$ cat config.mk
export PLATFORM = sky130hd
export DESIGN_NAME = cic_comp_fir
export DESIGN_NICKNAME = d
export VERILOG_FILES = /design/src/rtl/cic_comp_pkg.sv /design/src/rtl/cic_comp_mac.sv /design/src/rtl/cic_comp_fir.sv
export SDC_FILE = /design/constraint.sdc
export NUM_CORES = 1
export LEC_CHECK = 0
export CELL_PAD_IN_SITES_DETAIL_PLACEMENT = 1
export CELL_PAD_IN_SITES_GLOBAL_PLACEMENT = 1
export CORE_MARGIN = 2
export CORE_UTILIZATION = 25
export CTS_BUF_LIST = sky130_fd_sc_hd__clkbuf_8 sky130_fd_sc_hd__clkbuf_16
export CTS_CLUSTER_DIAMETER = 200
export CTS_CLUSTER_SIZE = 10
export DETAILED_ROUTE_END_ITERATION = 10
export PLACE_DENSITY_LB_ADDON = 0.2
export SETUP_SLACK_MARGIN = 0.1
export SLEW_MARGIN = 10
export SYNTH_ARGS = -nofsm -noshare
export SYNTH_HDL_FRONTEND = slang
export SYNTH_HIERARCHICAL = 1
export SYNTH_SLANG_ARGS = --single-unit
export TNS_END_PERCENT = 30
$ cat constraint.sdc
create_clock -name clk -period 18.3 [get_ports clk]
set_input_delay 3.66 -clock clk [delete_from_list [all_inputs] [get_ports clk]]
set_output_delay 3.66 -clock clk [all_outputs]
set_load 0.02 [all_outputs]
$ cat src/rtl/cic_comp_pkg.sv
// cic_comp_pkg: widths, coefficients and state type shared by cic_comp_fir and cic_comp_mac.
// Optional macro CIC_COMP_SAT_EN (used by the RTL) selects output saturation.
package cic_comp_pkg;
    localparam int DATA_WIDTH = 16;
    localparam int COEF_WIDTH = 16;
    localparam int NUM_TAPS   = 8;
    localparam int ACC_WIDTH  = 40;
    localparam int FRAC_BITS  = 15;
    localparam int IDX_WIDTH  = $clog2(NUM_TAPS);
    typedef enum logic [1:0] {IDLE, MAC, OUT} comp_state_t;
    typedef logic signed [DATA_WIDTH-1:0] sample_t;
    typedef logic signed [COEF_WIDTH-1:0] coef_t;
    typedef logic signed [ACC_WIDTH-1:0] acc_t;
    typedef logic signed [DATA_WIDTH+COEF_WIDTH-1:0] prod_t;
    typedef logic [IDX_WIDTH-1:0] idx_t;
    // Q15 taps summing to 32768 for unity DC gain
    localparam coef_t COEFS [NUM_TAPS] = '{
        coef_t'(-1024), coef_t'(0), coef_t'(5120), coef_t'(12288),
        coef_t'(12288), coef_t'(5120), coef_t'(0), coef_t'(-1024)
    };
endpackage

$ cat src/rtl/cic_comp_mac.sv
// cic_comp_mac: signed multiply-accumulate with sync clear and a round-half-up output stage.
// With CIC_COMP_SAT_EN the output clamps and reports sat; otherwise it wraps.
module cic_comp_mac import cic_comp_pkg::*; (
    input  logic    clk,
    input  logic    reset_n,
    input  logic    clr,
    input  logic    en,
    input  sample_t sample,
    input  coef_t   coef,
    output sample_t result
`ifdef CIC_COMP_SAT_EN
    ,
    output logic    sat
`endif
);
    localparam acc_t HALF = acc_t'(1) <<< (FRAC_BITS - 1);
    acc_t  acc;
    acc_t  sum;
    prod_t prod;
    assign prod = prod_t'(sample) * prod_t'(coef);
    // result is formed from the running sum so the last product lands in the same cycle
    assign sum = acc + acc_t'(prod);
`ifdef CIC_COMP_SAT_EN
    localparam acc_t SMAX = (acc_t'(1) <<< (DATA_WIDTH - 1)) - acc_t'(1);
    localparam acc_t SMIN = -SMAX - acc_t'(1);
    acc_t rnd;
    assign rnd = (sum + HALF) >>> FRAC_BITS;
    assign sat = (rnd > SMAX) || (rnd < SMIN);
    assign result = rnd > SMAX ? sample_t'(SMAX) : rnd < SMIN ? sample_t'(SMIN) : sample_t'(rnd);
`else
    assign result = sample_t'((sum + HALF) >>> FRAC_BITS);
`endif
    always_ff @(posedge clk or negedge reset_n)
        if (!reset_n) acc <= '0;
        else if (clr) acc <= '0;
        else if (en) acc <= sum;
endmodule

$ cat src/rtl/cic_comp_fir.sv
// cic_comp_fir: CIC droop compensation FIR, serial MAC one tap per clock, valid/ready on both sides.
// Define CIC_COMP_SAT_EN for saturating output and the sat_flag port.
module cic_comp_fir import cic_comp_pkg::*; (
    input  logic    clk,
    input  logic    reset_n,
    input  sample_t in_data,
    input  logic    in_valid,
    output logic    in_ready,
    output sample_t out_data,
    output logic    out_valid,
    input  logic    out_ready
`ifdef CIC_COMP_SAT_EN
    ,
    output logic    sat_flag
`endif
);
    comp_state_t state, next;
    sample_t     x [NUM_TAPS];
    idx_t        idx;
    sample_t     result;
    logic        accept, last;
`ifdef CIC_COMP_SAT_EN
    logic        sat;
`endif
    assign in_ready = reset_n && state == IDLE;
    assign accept   = in_valid && in_ready;
    assign last     = state == MAC && idx == idx_t'(NUM_TAPS - 1);
    cic_comp_mac u_mac (
        .clk     (clk),
        .reset_n (reset_n),
        .clr     (accept),
        .en      (state == MAC),
        .sample  (x[idx]),
        .coef    (COEFS[idx]),
        .result  (result)
`ifdef CIC_COMP_SAT_EN
        ,
        .sat     (sat)
`endif
    );
    always_comb next = accept ? MAC : last ? OUT : (state == OUT && out_ready) ? IDLE : state;
    always_ff @(posedge clk or negedge reset_n)
        if (!reset_n) state <= IDLE;
        else state <= next;
    always_ff @(posedge clk or negedge reset_n)
        if (!reset_n) begin
            for (int k = 0; k < NUM_TAPS; k++) x[k] <= '0;
            idx       <= '0;
            out_data  <= '0;
            out_valid <= 1'b0;
`ifdef CIC_COMP_SAT_EN
            sat_flag  <= 1'b0;
`endif
        end else begin
            if (accept) begin
                x[0] <= in_data;
                for (int k = 1; k < NUM_TAPS; k++) x[k] <= x[k-1];
            end
            idx <= accept ? '0 : state == MAC ? idx + 1'b1 : idx;
            if (last) begin
                out_data  <= result;
                out_valid <= 1'b1;
`ifdef CIC_COMP_SAT_EN
                sat_flag  <= sat;
`endif
            end else if (state == OUT && out_ready) begin
                out_valid <= 1'b0;
            end
        end
endmodule

==> qor.csv, run 1 <==
stage,metric,value,unit
worst_setup_path,critical-path-top-delay-family,buffers and inverters,
sta,setup-tns-final,0,ns
worst_setup_path,crit_buf_inv,2,
die,die_w,284,microns
final_layout,layout-area-overhead-vs-synth,10.9,%
global_routing,grt_pass1_vias,14300,
sta,timing.slew.headroom,30.2,%
clock_network,cts_buffer_depth,2,
place,hpwl,36.0,mm
yosys,synth_common_cells,"329 x inv_1, 285 x fa_1, 181 x dfrtp_1, 145 x nand2_1, 125 x and2_1",
yosys,yosysUniqueCellTypes,75,
yosys,synth_top_cells_by_area,"fa_1 29%, dfrtp_1 23%, ha_1 6.5%, inv_1 6.3%, mux2_2 5.5%",
global_routing,antenna_found_initial,0,
worst_setup_path,worstPathCellList,"clkbuf_8, nor3b_2, clkdlybuf4s50_1",
die,dieArea,80400,sq um
sta,setup_viol,0,
detailed_routing,ant_nets,0,
yosys,avgSynthCellArea,11.2,sq um
clock_network,h-tree-depth,4,
clock_network,cts_tree,built,
yosys,synth_top_cell_by_area,fa_1,
detailed_routing,via_per_inst,4.25,
clock_network,cts-resized-gates,0,
die,start_util,25.2,%
sta,worst_pin_slew,1.05,ns
worst_setup_path,cp_max_fo,36,
yosys,async_flop_share,100,%
yosys,synth_most_common_cell,inv_1,
sta,fmax,116,MHz
final_layout,nNetsFinal,2212,
detailed_routing,drc,0,
sta,final.min_clock_period,8.60,ns
global_routing,grt_first_pass_wirelength,78.0,mm
clock_network,numCtsBuffers,17,
place,io_buffers,37,
yosys,yosys_warnings,6,
worst_setup_path,crit_required,14.64,ns
worst_setup_path,worstSetupPathType,in -> out,
sta,rsz0062_at_grt,false,
yosys,synth_edf_count,0,
detailed_routing,drt_iter0_drc,336,
die,die_h,284,microns
clock_network,clkTransAtPathRegs,0.08,ns
place,gp_congestion,0.743,
hold_path,worstHoldPathType,reg -> reg,
yosys,synth_seq_cells,181,
clock_network,hold_buffers,0,
detailed_routing,drt-total-wl,46.1,mm
yosys,synth-main-ff-cell,dfrtp_1,
sta,clock_skew,0.0191,ns
run,cap_viol_max_count,0,
die,io_pins,38,
detailed_routing,drt_first_pass_iters,4,
global_routing,grt_start_max_net_pins,148,
die,core_area,77500,sq um
sta,maxSlewViolCount,0,
final_layout,drive_gt1_share,14.5,%
global_routing,grt_overflow,0,
clock_network,cts-root-buf,clkbuf_16,
clock_network,worstSkewPairLatency,0.50,ns
detailed_routing,wire_per_inst,16.1,microns
die,num_rows,102,
worst_setup_path,worstPathArrival,4.94,ns
worst_setup_path,start_kind,input port,
yosys,synthCells,1742,
sta,fin_worst_hold_slack,0.513,ns
worst_setup_path,max_stage_delay,0.64,ns
global_routing,track_usage,12.4,%
sta,hold_violations,0,
yosys,yosysSeqAreaShare,23.2,%
yosys,yosysTopAreaCellShare,29.2,%
status,status,"finished, final reports clean",
detailed_routing,dr_total_vias,12100,
yosys,synth_area,19500,sq um
worst_setup_path,setup.worst_path.end_class,output pin,
sta,min_period_over_period,47.0,%
clock_network,cts_setup_buffers,0,
worst_setup_path,slowest_stage,clkdlybuf4s50_1,
clock_network,cts_num_sinks,181,
==> routing by layer <==
layer / global-route usage (%) / share of wire, %
met5: 0 / 0
met4: 2.95 / 1.2
met3: 1.70 / 1.6
met2: 23.2 / 54
met1: 14.9 / 43
==> layout by cell type, fill, tap and decap left out, drive strengths merged, types with 3 or more instances in the layout <==
cell type	Yosys	final
a21oi	25	25
o21a	5	5
xnor2	38	38
mux2i	30	30
a41oi	3	3
buf	29	9
ha	102	102
nor4	3	3
nor2	62	62
a31oi	3	3
nand2	146	146
clkdlybuf4s50	0	36
xor2	16	16
clkbuf	42	18
nand4	6	6
nand2b	10	10
nor2b	4	4
o21ai	16	16
dfrtp	181	181
mux4	32	32
a211oi	10	10
conb	1	70
a21o	11	11
clkinvlp	0	4
nand3	7	7
fa	285	285
o211a	4	4
inv	330	338
o22ai	3	3
and2	126	126
and3	4	4
or3	3	3
o211ai	3	3
mux2	161	161
nor3	12	12
==> final cells by class <==
cell class / count / area, sq um
Fill cell: 8718 / 55800
Multi-Input combinational cell: 1229 / 13600
Sequential cell: 181 / 4530
Tap cell: 1040 / 1300
Inverter: 330 / 1240
Timing Repair Buffer: 46 / 454
Clock buffer: 17 / 425
Clock inverter: 15 / 149
Antenna cell: 1 / 2.50
==> stage by stage <==
step / worst slack [ns] / utilization, % / instances / instance area [sq um]
2_1_floorplan: 10.63 / - / 1811 / 19800
3_3_place_gp: 9.68 / 27.2 / 2826 / 21100
3_5_place_dp: 9.67 / 27.2 / 2826 / 21100
4_1_cts: 9.66 / 28.0 / 2858 / 21700
5_1_grt: 9.21 / 28.0 / 2858 / 21700
6_report: 9.70 / 28.0 / 2859 / 21700
==> worst paths after layout <==
kind / slack (ns) / to / start / cells past startpoint
worst min register to register: 0.51 / out_data[7] / out_data[7] / 1
worst max-delay path: 9.70 / in_ready / reset_n / 3
max in group asynchronous: 13.96 / u_mac/acc[12] / reset_n / 2
min in group asynchronous: 3.07 / out_data[2] / reset_n / 1
worst min-delay path: 0.51 / out_data[7] / out_data[7] / 1
worst max register to register: 9.92 / out_data[15] / idx[0] / 25
==> sequential cells by signal (all words and copies together), names as in the netlist <==
name,count
x,128
u_mac/acc,31
out_data,16
idx,3
state,2
out_valid,1
==> cell families after synthesis <==
| group | Yosys count | share of synthesized area, % |
|---|---|---|
| buf+inv | 401 | 8.73 |
| other cells | 1 | 0.0192 |
| fa+ha+maj | 387 | 35.7 |
| xor+xnor | 54 | 2.42 |
| flops | 181 | 23.2 |
| mux | 223 | 15.8 |
| compound gates | 100 | 3.92 |
| simple gates | 395 | 10.2 |
Power of run 1 is not shown: default switching activity piles up to over one toggle a cycle in this logic, so the estimate is an artifact.
==> run 2: changes to the inputs <==
Clock period 18.3 ns to 7.45 ns, I/O delays scaled along.
==> run 2 against run 1 <==
Effect of this change:
- non-clock buffer count up 122
- sequential share of layout area fell by 1.3 points
- clock-buffer cell count did not move
- setup slack worse by 9.4 ns
- utilization increased by 1.9 points
- register-to-register slack got worse by 9.7 ns
- final cell count increased by 4.3%
- wire length rose by 3.7%
- clock skew shrank 0.0090 ns
==> qor.csv, run 2 (same netlist as run 1, synthesis figures left out) <==
stage,metric,value,unit,change
final_layout,drive_gt1_share,22.5,%,+8.0 points
final_layout,n_fill_cell,8673,,-0.52%
global_routing,grt_first_pass_wirelength,82.2,mm,+5.4%
detailed_routing,drt-total-wl,47.9,mm,+3.7%
final_layout,top_register,x,,
sta,timing.slew.headroom,42.0,%,+12 points
sta,clock_skew,0.0101,ns,-0.00902 ns
worst_setup_path,reg2reg_setup_slack,0.25,ns,-9.67 ns
detailed_routing,ant_nets,0,,unchanged
sta,maxSlewViolCount,0,,unchanged
global_routing,track_usage,12.9,%,+0.54 points
sta,worst_pin_slew,0.870,ns,-0.177 ns
detailed_routing,drt_first_pass_iters,4,,unchanged
global_routing,grt_overflow,0,,unchanged
global_routing,antenna_found_initial,0,,unchanged
final_layout,nNetsFinal,2334,,+5.5%
place,hpwl,37.9,mm,+5.3%
worst_setup_path,worstSetupPathType,reg -> reg,,
final_layout,multiInputGateArea,13900,sq um,+2.7%
worst_setup_path,setup.worst_path.end_class,flip-flop,,
clock_network,cts_buffer_depth,2,,unchanged
sta,setup_viol,0,,unchanged
sta,min_period_over_period,96.6,%,
detailed_routing,drt_iter0_drc,403,,+20%
die,num_rows,102,,unchanged
detailed_routing,via_per_inst,4.20,,-1.1%
detailed_routing,wl_met1,21.3,mm,+7.9%
detailed_routing,wl_met3,592,microns,-20%
final_layout,layout-area-overhead-vs-synth,18.2,%,
clock_network,cts_num_sinks,181,,unchanged
final_layout,largest_reg_flops,128,,unchanged
worst_setup_path,max_stage_delay,0.55,ns,-0.09 ns
place,dp_slack,-0.197,ns,-9.87 ns
worst_setup_path,crit_required,7.82,ns,-6.82 ns
sta,final.min_clock_period,7.20,ns,
detailed_routing,wire_per_inst,16.1,microns,-0.56%
sta,rsz0062_at_grt,true,,
sta,hold_violations,0,,unchanged
die,die_w,284,microns,unchanged
clock_network,worstSkewPairLatency,0.48,ns,-0.02 ns
sta,fmax,139,MHz,
place,io_buffers,37,,unchanged
place,post_dp_cell_area,21900,sq um,+4.0%
worst_setup_path,critical-path-top-delay-family,adder cells,,
worst_setup_path,slowest_stage,fa_2,,
hold_path,worstHoldPathType,reg -> reg,,
final_layout,reg_top3,"x x128, u_mac/acc x31, out_data x16",,
clock_network,numCtsBuffers,17,,unchanged
die,core_area,77500,sq um,unchanged
worst_setup_path,timing.critical_path.mode_cell,fa_1,,
status,status,"finished, final reports clean",,
clock_network,clkTransAtPathRegs,0.08,ns,about the same
global_routing,grt_pass1_vias,15100,,+5.1%
final_layout,final_common_cell,inv_1,,
die,start_util,25.2,%,unchanged
clock_network,cts-root-buf,clkbuf_16,,
place,gp_congestion,0.773,,+4.0%
detailed_routing,highest_layer,met4,,
die,dieArea,80400,sq um,unchanged
worst_setup_path,worstPathArrival,7.57,ns,+2.63 ns
worst_setup_path,cp_max_fo,6,,-83%
final_layout,layout_common_cells,"330 x inv_1, 284 x fa_1, 179 x dfrtp_1, 144 x nand2_1, 125 x and2_1",,
worst_setup_path,crit_buf_inv,8,,+6
run,cap_viol_max_count,0,,unchanged
die,die_h,284,microns,unchanged
clock_network,hold_buffers,0,,unchanged
detailed_routing,dr_total_vias,12500,,+3.1%
final_layout,regArea,4530,sq um,about the same
global_routing,grt_start_max_net_pins,116,,-22%
worst_setup_path,start_kind,flip-flop,,
final_layout,fin_area,23100,sq um,+6.6%
detailed_routing,drc,0,,unchanged
detailed_routing,met2_length,25.3,mm,+0.89%
sta,setup_ws,0.253,ns,-9.44 ns
clock_network,h-tree-depth,4,,unchanged
clock_network,cts_tree,built,,
die,io_pins,38,,unchanged
## run 2: cell types whose count changed in the layout (fill, tap and decap cells not counted), moves of 7 or more
cell,previous run,this run
mux2_2,96,89
mux2_4,65,72
nor2_1,62,55
a21oi_1,23,16
buf_4,8,114
ha_1,102,94
## run 2: path summary, 6_finish.rpt
kind | start | endpoint | depth (start not counted)
worst max-delay path | idx[0] | out_data[14] | 27
worst min-delay path | x[14] | x[14] | 1
worst max register to register | idx[0] | out_data[14] | 27
worst min register to register | x[14] | x[14] | 1
max in group asynchronous | reset_n | idx[0] | 2
min in group asynchronous | reset_n | out_data[1] | 1
## run 2: metal layers
metal,up-vias,GRT usage [%]
met4,0,3.10
met2,50,23.4
li1,5765,-
met3,26,1.49
met5,-,0
met1,6686,16.4
## run 2: stage by stage
stage	hold WS [ns]	instances	setup TNS, ns	utilization [%]
3_5_place_dp	0.493	2931	-0.511	28.3
4_1_cts	0.511	2968	0	29.3
5_1_grt	0.530	2980	-0.0726	29.8
3_3_place_gp	0.487	2931	-0.384	28.3
6_report	0.511	2982	0	29.8
2_1_floorplan	0.475	1811	0	-
## run 2: worst register-to-register path, cell delays in order (launching register included)
cell and delay, ns:
dfrtp_2 0.40, buf_8 0.16, mux4_2 0.49, mux2_2 0.29, and2_1 0.18, fa_1 0.53, inv_1 0.05, fa_1 0.53
inv_1 0.05, fa_2 0.55, fa_1 0.44, fa_1 0.50, inv_1 0.05, fa_1 0.48, inv_1 0.07, ha_4 0.23
a211oi_2 0.19, buf_4 0.17, nor2_1 0.08, o31ai_2 0.23, buf_4 0.17, o211ai_1 0.10, xor2_1 0.15, buf_4 0.16
and3b_2 0.24, and4bb_1 0.21, xor2_1 0.14, mux2_2 0.25
## run 2: final cells by class
type	instances	share of cell area (%)
clock buffer	17	1.84
inverter	330	5.37
tap	1040	5.63
timing repair buffer	168	6.60
sequential	181	19.6
antenna	2	0.0217
multi-input combinational	1229	60.3
clock inverter	15	0.623
## run 2: repair_timing
item | in CTS | in global routing
setup buffers | 5 | 11
pin swaps | 6 | 20
gates resized for setup | 30 | 60
hold endpoints to repair | 0 | 0
endpoints found under the setup margin | 11 | 11
cloned | 0 | 1
Power of run 2 is left out for the same reason.
==> patch 1: new RTL, flow settings as in run 2 <==
Change the package constant `DATA_WIDTH` from 16 to 32.
--- a/src/rtl/cic_comp_pkg.sv
+++ b/src/rtl/cic_comp_pkg.sv
@@ -1,7 +1,7 @@
 // cic_comp_pkg: widths, coefficients and state type shared by cic_comp_fir and cic_comp_mac.
 // Optional macro CIC_COMP_SAT_EN (used by the RTL) selects output saturation.
 package cic_comp_pkg;
-    localparam int DATA_WIDTH = 16;
+    localparam int DATA_WIDTH = 32;
     localparam int COEF_WIDTH = 16;
     localparam int NUM_TAPS   = 8;
     localparam int ACC_WIDTH  = 40;
Interface: changed (resized in_data and out_data); port bits go from 38 to 70. The function was not compared with the original's and may differ.
==> patch 1 against run 2 <==
The run now ends with negative setup slack left; routed wire length is 98% higher; design area increased by 74%; global-route usage increased by 1.5 points; die area grew 66%; fmax is 10% lower; sequential cell count increased by 153; final cell count increased by 69%; utilization increased by 1.2 points; worst setup slack got worse by 0.83 ns; clock skew is 0.042 ns higher; worst hold slack worse by 0.021 ns; area after synthesis rose by 68%; critical endpoint is now out_data[29].
Power is not shown: default switching activity piles up to over one toggle a cycle in this logic, so the estimate is an artifact.
==> patch 1: results (changes against run 2) <==
antenna violations before repair = 3 (+3)
HP Start = out_data[6]
syn_area_per_cell = 11.3 µm² (+0.76%)
Rel. slew slack = 33.1% (-8.9 points)
Avg WL per Cell = 18.8 µm (+17%)
initial detailed-routing violation count = 896 (+120%)
clk buf depth = 3 (+1)
met2 global-route usage = 23.9% (+0.47 points)
met3 Use GR = 1.51% (+0.026 points)
Final Hold Slack = 0.491 ns (-0.0209 ns)
worst endpoint data arrival time = 8.51 ns (+0.94 ns)
Max FO, Critical Path = 8 (+2)
Cell Count Post-Placement = 4,968 (+69%)
largest net degree at the start of global routing = 165 (+42%)
Syn Std Cell Area = 32,700 µm² (+68%)
WHS Endpoint = out_data[6]
crit path capture = out_data[29]
first-pass GRT wire length = 150,000 µm (+83%)
RePlAce Congestion = 0.780 (+0.89%)
largest registers = x x256, u_mac/acc x40, out_data x32
TritonCTS Buffers = 39 (+22)
R2R depth = 28 (+3.7%)
sequential share of the synthesized area = 25.5% (+2.4 points)
final setup vio count = 22 (+22)
Post-synth top cells = 527 x inv_1, 449 x fa_1, 334 x dfrtp_1
failing checks = negative setup slack
DP HPWL = 74,500 µm (+97%)
Final WS setup = -0.581 ns (-0.834 ns)
outcome = finished, violations left
vias in the first global route = 24,300 (+62%)
Clock transition at path regs = 0.06 ns (-0.02 ns)
Final Net Count = 3,903 (+67%)
met1 Use GR = 20.2% (+3.8 points)
patch 1: changes by cell type in the layout (fill, tap and decap cells not counted), moves of 38 or more:
cell and change:
and2_1 +38, buf_4 +252, dfrtp_1 +152, fa_1 +147, inv_1 +193, mux2_4 +135
nand2_1 +180
patch 1: kinds of logic after synthesis:
| group | Yosys count | share of synthesized area (%) |
|---|---|---|
| multiplexers | 422 | 18.7 |
| other | 1 | 0.0115 |
| XOR/XNOR | 80 | 2.19 |
| buffers and inverters | 686 | 8.75 |
| adder cells (fa/ha/maj) | 569 | 32.1 |
| AO/OA/AOI/OAI | 137 | 2.99 |
| AND/OR/NAND/NOR | 667 | 9.75 |
| flip-flops | 334 | 25.5 |
patch 1: timing repair:
action,CTS,global route
gates cloned,0,2
pin swaps,2,49
setup buffers,3,26
setup endpoints to repair,36,39
resized for setup,32,127
patch 1: cell type report:
type | instances | area [µm²] | area share [%]
clock inverters | 7 | 96.3 | 0.240
diodes | 6 | 15.0 | 0.0374
flip-flops and latches | 334 | 8370 | 20.8
multi-input cells | 1918 | 22400 | 55.7
inverters | 528 | 1980 | 4.93
clock buffers | 40 | 990 | 2.46
well taps | 1742 | 2180 | 5.43
repair buffers | 477 | 4150 | 10.3
patch 1: per-layer routing:
layer | share of wire, % | wire [µm]
met3 | 2.2 | 2100
met2 | 47 | 44900
met1 | 48 | 46000
met4 | 1.9 | 1800
met5 | 0 | 0
patch 1: stage by stage:
step	worst slack (ns)	TNS, ns	utilization, %
floorplan	-0.432	-3.89	-
finish	-0.581	-8.50	31.0
CTS	-0.619	-10.01	30.3
global route	-0.845	-15.52	31.0
global placement	-0.960	-19.02	29.4
detailed placement	-0.989	-19.36	29.4
==> patch 2: new RTL, settings of run 2 <==
Made on the original files. The 3 states of `comp_state_t` get a one-hot encoding in 3 bits.
--- a/src/rtl/cic_comp_pkg.sv
+++ b/src/rtl/cic_comp_pkg.sv
@@ -7,7 +7,7 @@
     localparam int ACC_WIDTH  = 40;
     localparam int FRAC_BITS  = 15;
     localparam int IDX_WIDTH  = $clog2(NUM_TAPS);
-    typedef enum logic [1:0] {IDLE, MAC, OUT} comp_state_t;
+    typedef enum logic [2:0] {IDLE = 3'b001, MAC = 3'b010, OUT = 3'b100} comp_state_t;
     typedef logic signed [DATA_WIDTH-1:0] sample_t;
     typedef logic signed [COEF_WIDTH-1:0] coef_t;
     typedef logic signed [ACC_WIDTH-1:0] acc_t;
Behaviour: same outputs for any inputs over 4 cycles, from zero or initial values and one cycle with reset_n low; so few cycles prove little.
==> patch 2 against run 2 <==
The flow now finishes with violations (negative setup slack); worst setup slack worse by 0.27 ns; area after synthesis barely moved; fmax down 3.6%; final cell count is 0.40% higher; critical path depth is 1 lower; design area up 0.74%; largest cell class unchanged; sequential cell count grew 1; routed wire length is 3.2% higher.
Power is left out: it rests on default switching activity, and per cell area and clock period it moved more than threefold.
==> patch 2: results (changes against run 2) <==
setup tns final = -0.0182 ns (-0.0182 ns)
GRT Total Usage = 13.2% (+0.27 points)
met3 Use GR = 1.44% (-0.048 points)
outcome = finished, violations left
reg2reg setup slack = -0.02 ns (-0.27 ns)
Avg WL per Cell = 16.5 µm (+2.8%)
met2 global-route usage = 24.1% (+0.69 points)
HP Start = out_data[1]
routed vias = 12,700 (+1.4%)
vias in the first global route = 15,100 (+0.23%)
Placement Cell Area = 22,000 µm² (+0.49%)
Unique masters post-synth = 79 (+5.3%)
clk_skew = 0.0160 ns (+0.00590 ns)
Max FO, Critical Path = 5 (-1)
Rel. slew slack = 29.3% (-13 points)
antenna violations before repair = 1 (+1)
worst endpoint data arrival time = 7.84 ns (+0.27 ns)
Final WS setup = -0.0182 ns (-0.271 ns)
failing checks = negative setup slack
Post-synth top cells = 336 x inv_1, 285 x fa_1, 181 x dfrtp_1
sequential share of the synthesized area = 23.3% (+0.12 points)
# fillers = 8,653 (-0.23%)
ant diodes = 0 (-2)
RePlAce Congestion = 0.758 (-2.0%)
WHS Endpoint = out_data[1]
first-pass GRT wire length = 83,400 µm (+1.4%)
R2R depth = 26 (-3.7%)
final setup vio count = 1 (+1)
Final Net Count = 2,348 (+0.60%)
met1 Use GR = 16.6% (+0.20 points)
largest registers = x x128, u_mac/acc x31, out_data x16
DP HPWL = 38,900 µm (+2.6%)
fraction of layout cells with a size suffix above 1 = 23.2% (+0.71 points)
largest net degree at the start of global routing = 77 (-34%)
worst r2r dst = out_data[15]
initial detailed-routing violation count = 360 (-11%)
-- patch 2: cell types whose count changed in the layout (fill, tap and decap cells not counted), sizes merged, moves of 4 or more --
| cell | run 2 | this run |
|---|---|---|
| nand3 | 7 | 21 |
| inv | 337 | 347 |
| a21o | 11 | 3 |
| o21ai | 16 | 22 |
| xnor2 | 38 | 32 |
| or4 | 0 | 5 |
| nor2 | 62 | 66 |
| o2111ai | 0 | 4 |
| o211a | 4 | 0 |
-- patch 2: worst max path at each step --
| stage | slack (ns) | from | cells after the start | end |
|---|---|---|---|---|
| global placement | -0.07 | idx[0] | 24 | out_data[15] |
| global route | -0.27 | idx[0] | 25 | out_data[15] |
| floorplan | 0.10 | idx[0] | 28 | out_data[15] |
| CTS | -0.09 | idx[0] | 27 | out_data[15] |
| finish | -0.02 | idx[0] | 26 | out_data[15] |
| detailed placement | -0.25 | idx[0] | 28 | out_data[15] |
-- patch 2: metal layers --
metal  part of all wire (%)  vias to the layer above
li1                       -                     5837
met1                     44                     6766
met2                     53                       67
met3                    1.4                       29
met4                    1.3                        0
met5                      0                        -
-- patch 2: cell families (layout without fill, tap and decap cells) --
group,after synthesis,count (layout),share of synthesized area (%)
muxes,221,221,15.9
AOI/OAI and AO/OA,97,97,3.51
buffers and inverters,409,539,8.56
DFF,182,182,23.3
adders and majority gates,387,387,35.7
xor gates and xnor gates,51,51,2.32
other,1,70,0.0192
and+or+nand+nor,407,407,10.7
-- patch 2: layout make-up --
type | instances | share of cell area, %
repair buffers | 169 | 6.34
multi-input cells | 1233 | 60.3
clock inverters | 15 | 0.898
clock buffers | 17 | 1.83
flip-flops and latches | 182 | 19.6
well taps | 1040 | 5.59
inverters | 338 | 5.46
-- patch 2: what timing repair did --
item                       in CTS  in global routing
cloned                          2                  1
resized for setup              29                 68
pin swaps                      12                 29
setup endpoints to repair      12                 18
setup buffers                   7                  7
-- patch 2: stage by stage --
step,hold slack (ns),worst slack [ns],instances,util [%]
floorplan,0.470,0.100,1824,-
global placement,0.482,-0.0701,2945,28.4
detailed placement,0.490,-0.253,2945,28.4
CTS,0.513,-0.0930,2986,29.5
global route,0.526,-0.269,2994,30.0
finish,0.510,-0.0182,2994,30.0
-- patch 2: critical path, stage by stage, from the launching register on --
cell and delay, ns:
dfrtp_2 0.40, buf_12 0.15, buf_12 0.14, mux4_2 0.49
mux2_4 0.31, buf_4 0.15, and2_1 0.16, fa_2 0.54
fa_1 0.45, fa_1 0.54, fa_1 0.44, fa_1 0.49
inv_1 0.05, fa_1 0.49, inv_2 0.05, ha_4 0.16
buf_4 0.15, inv_4 0.05, nand2_2 0.05, a311o_1 0.39
a21o_1 0.22, or4_4 0.53, nand3_4 0.10, nor4b_4 0.26
nand4_1 0.16, xor2_1 0.16, mux2_2 0.27
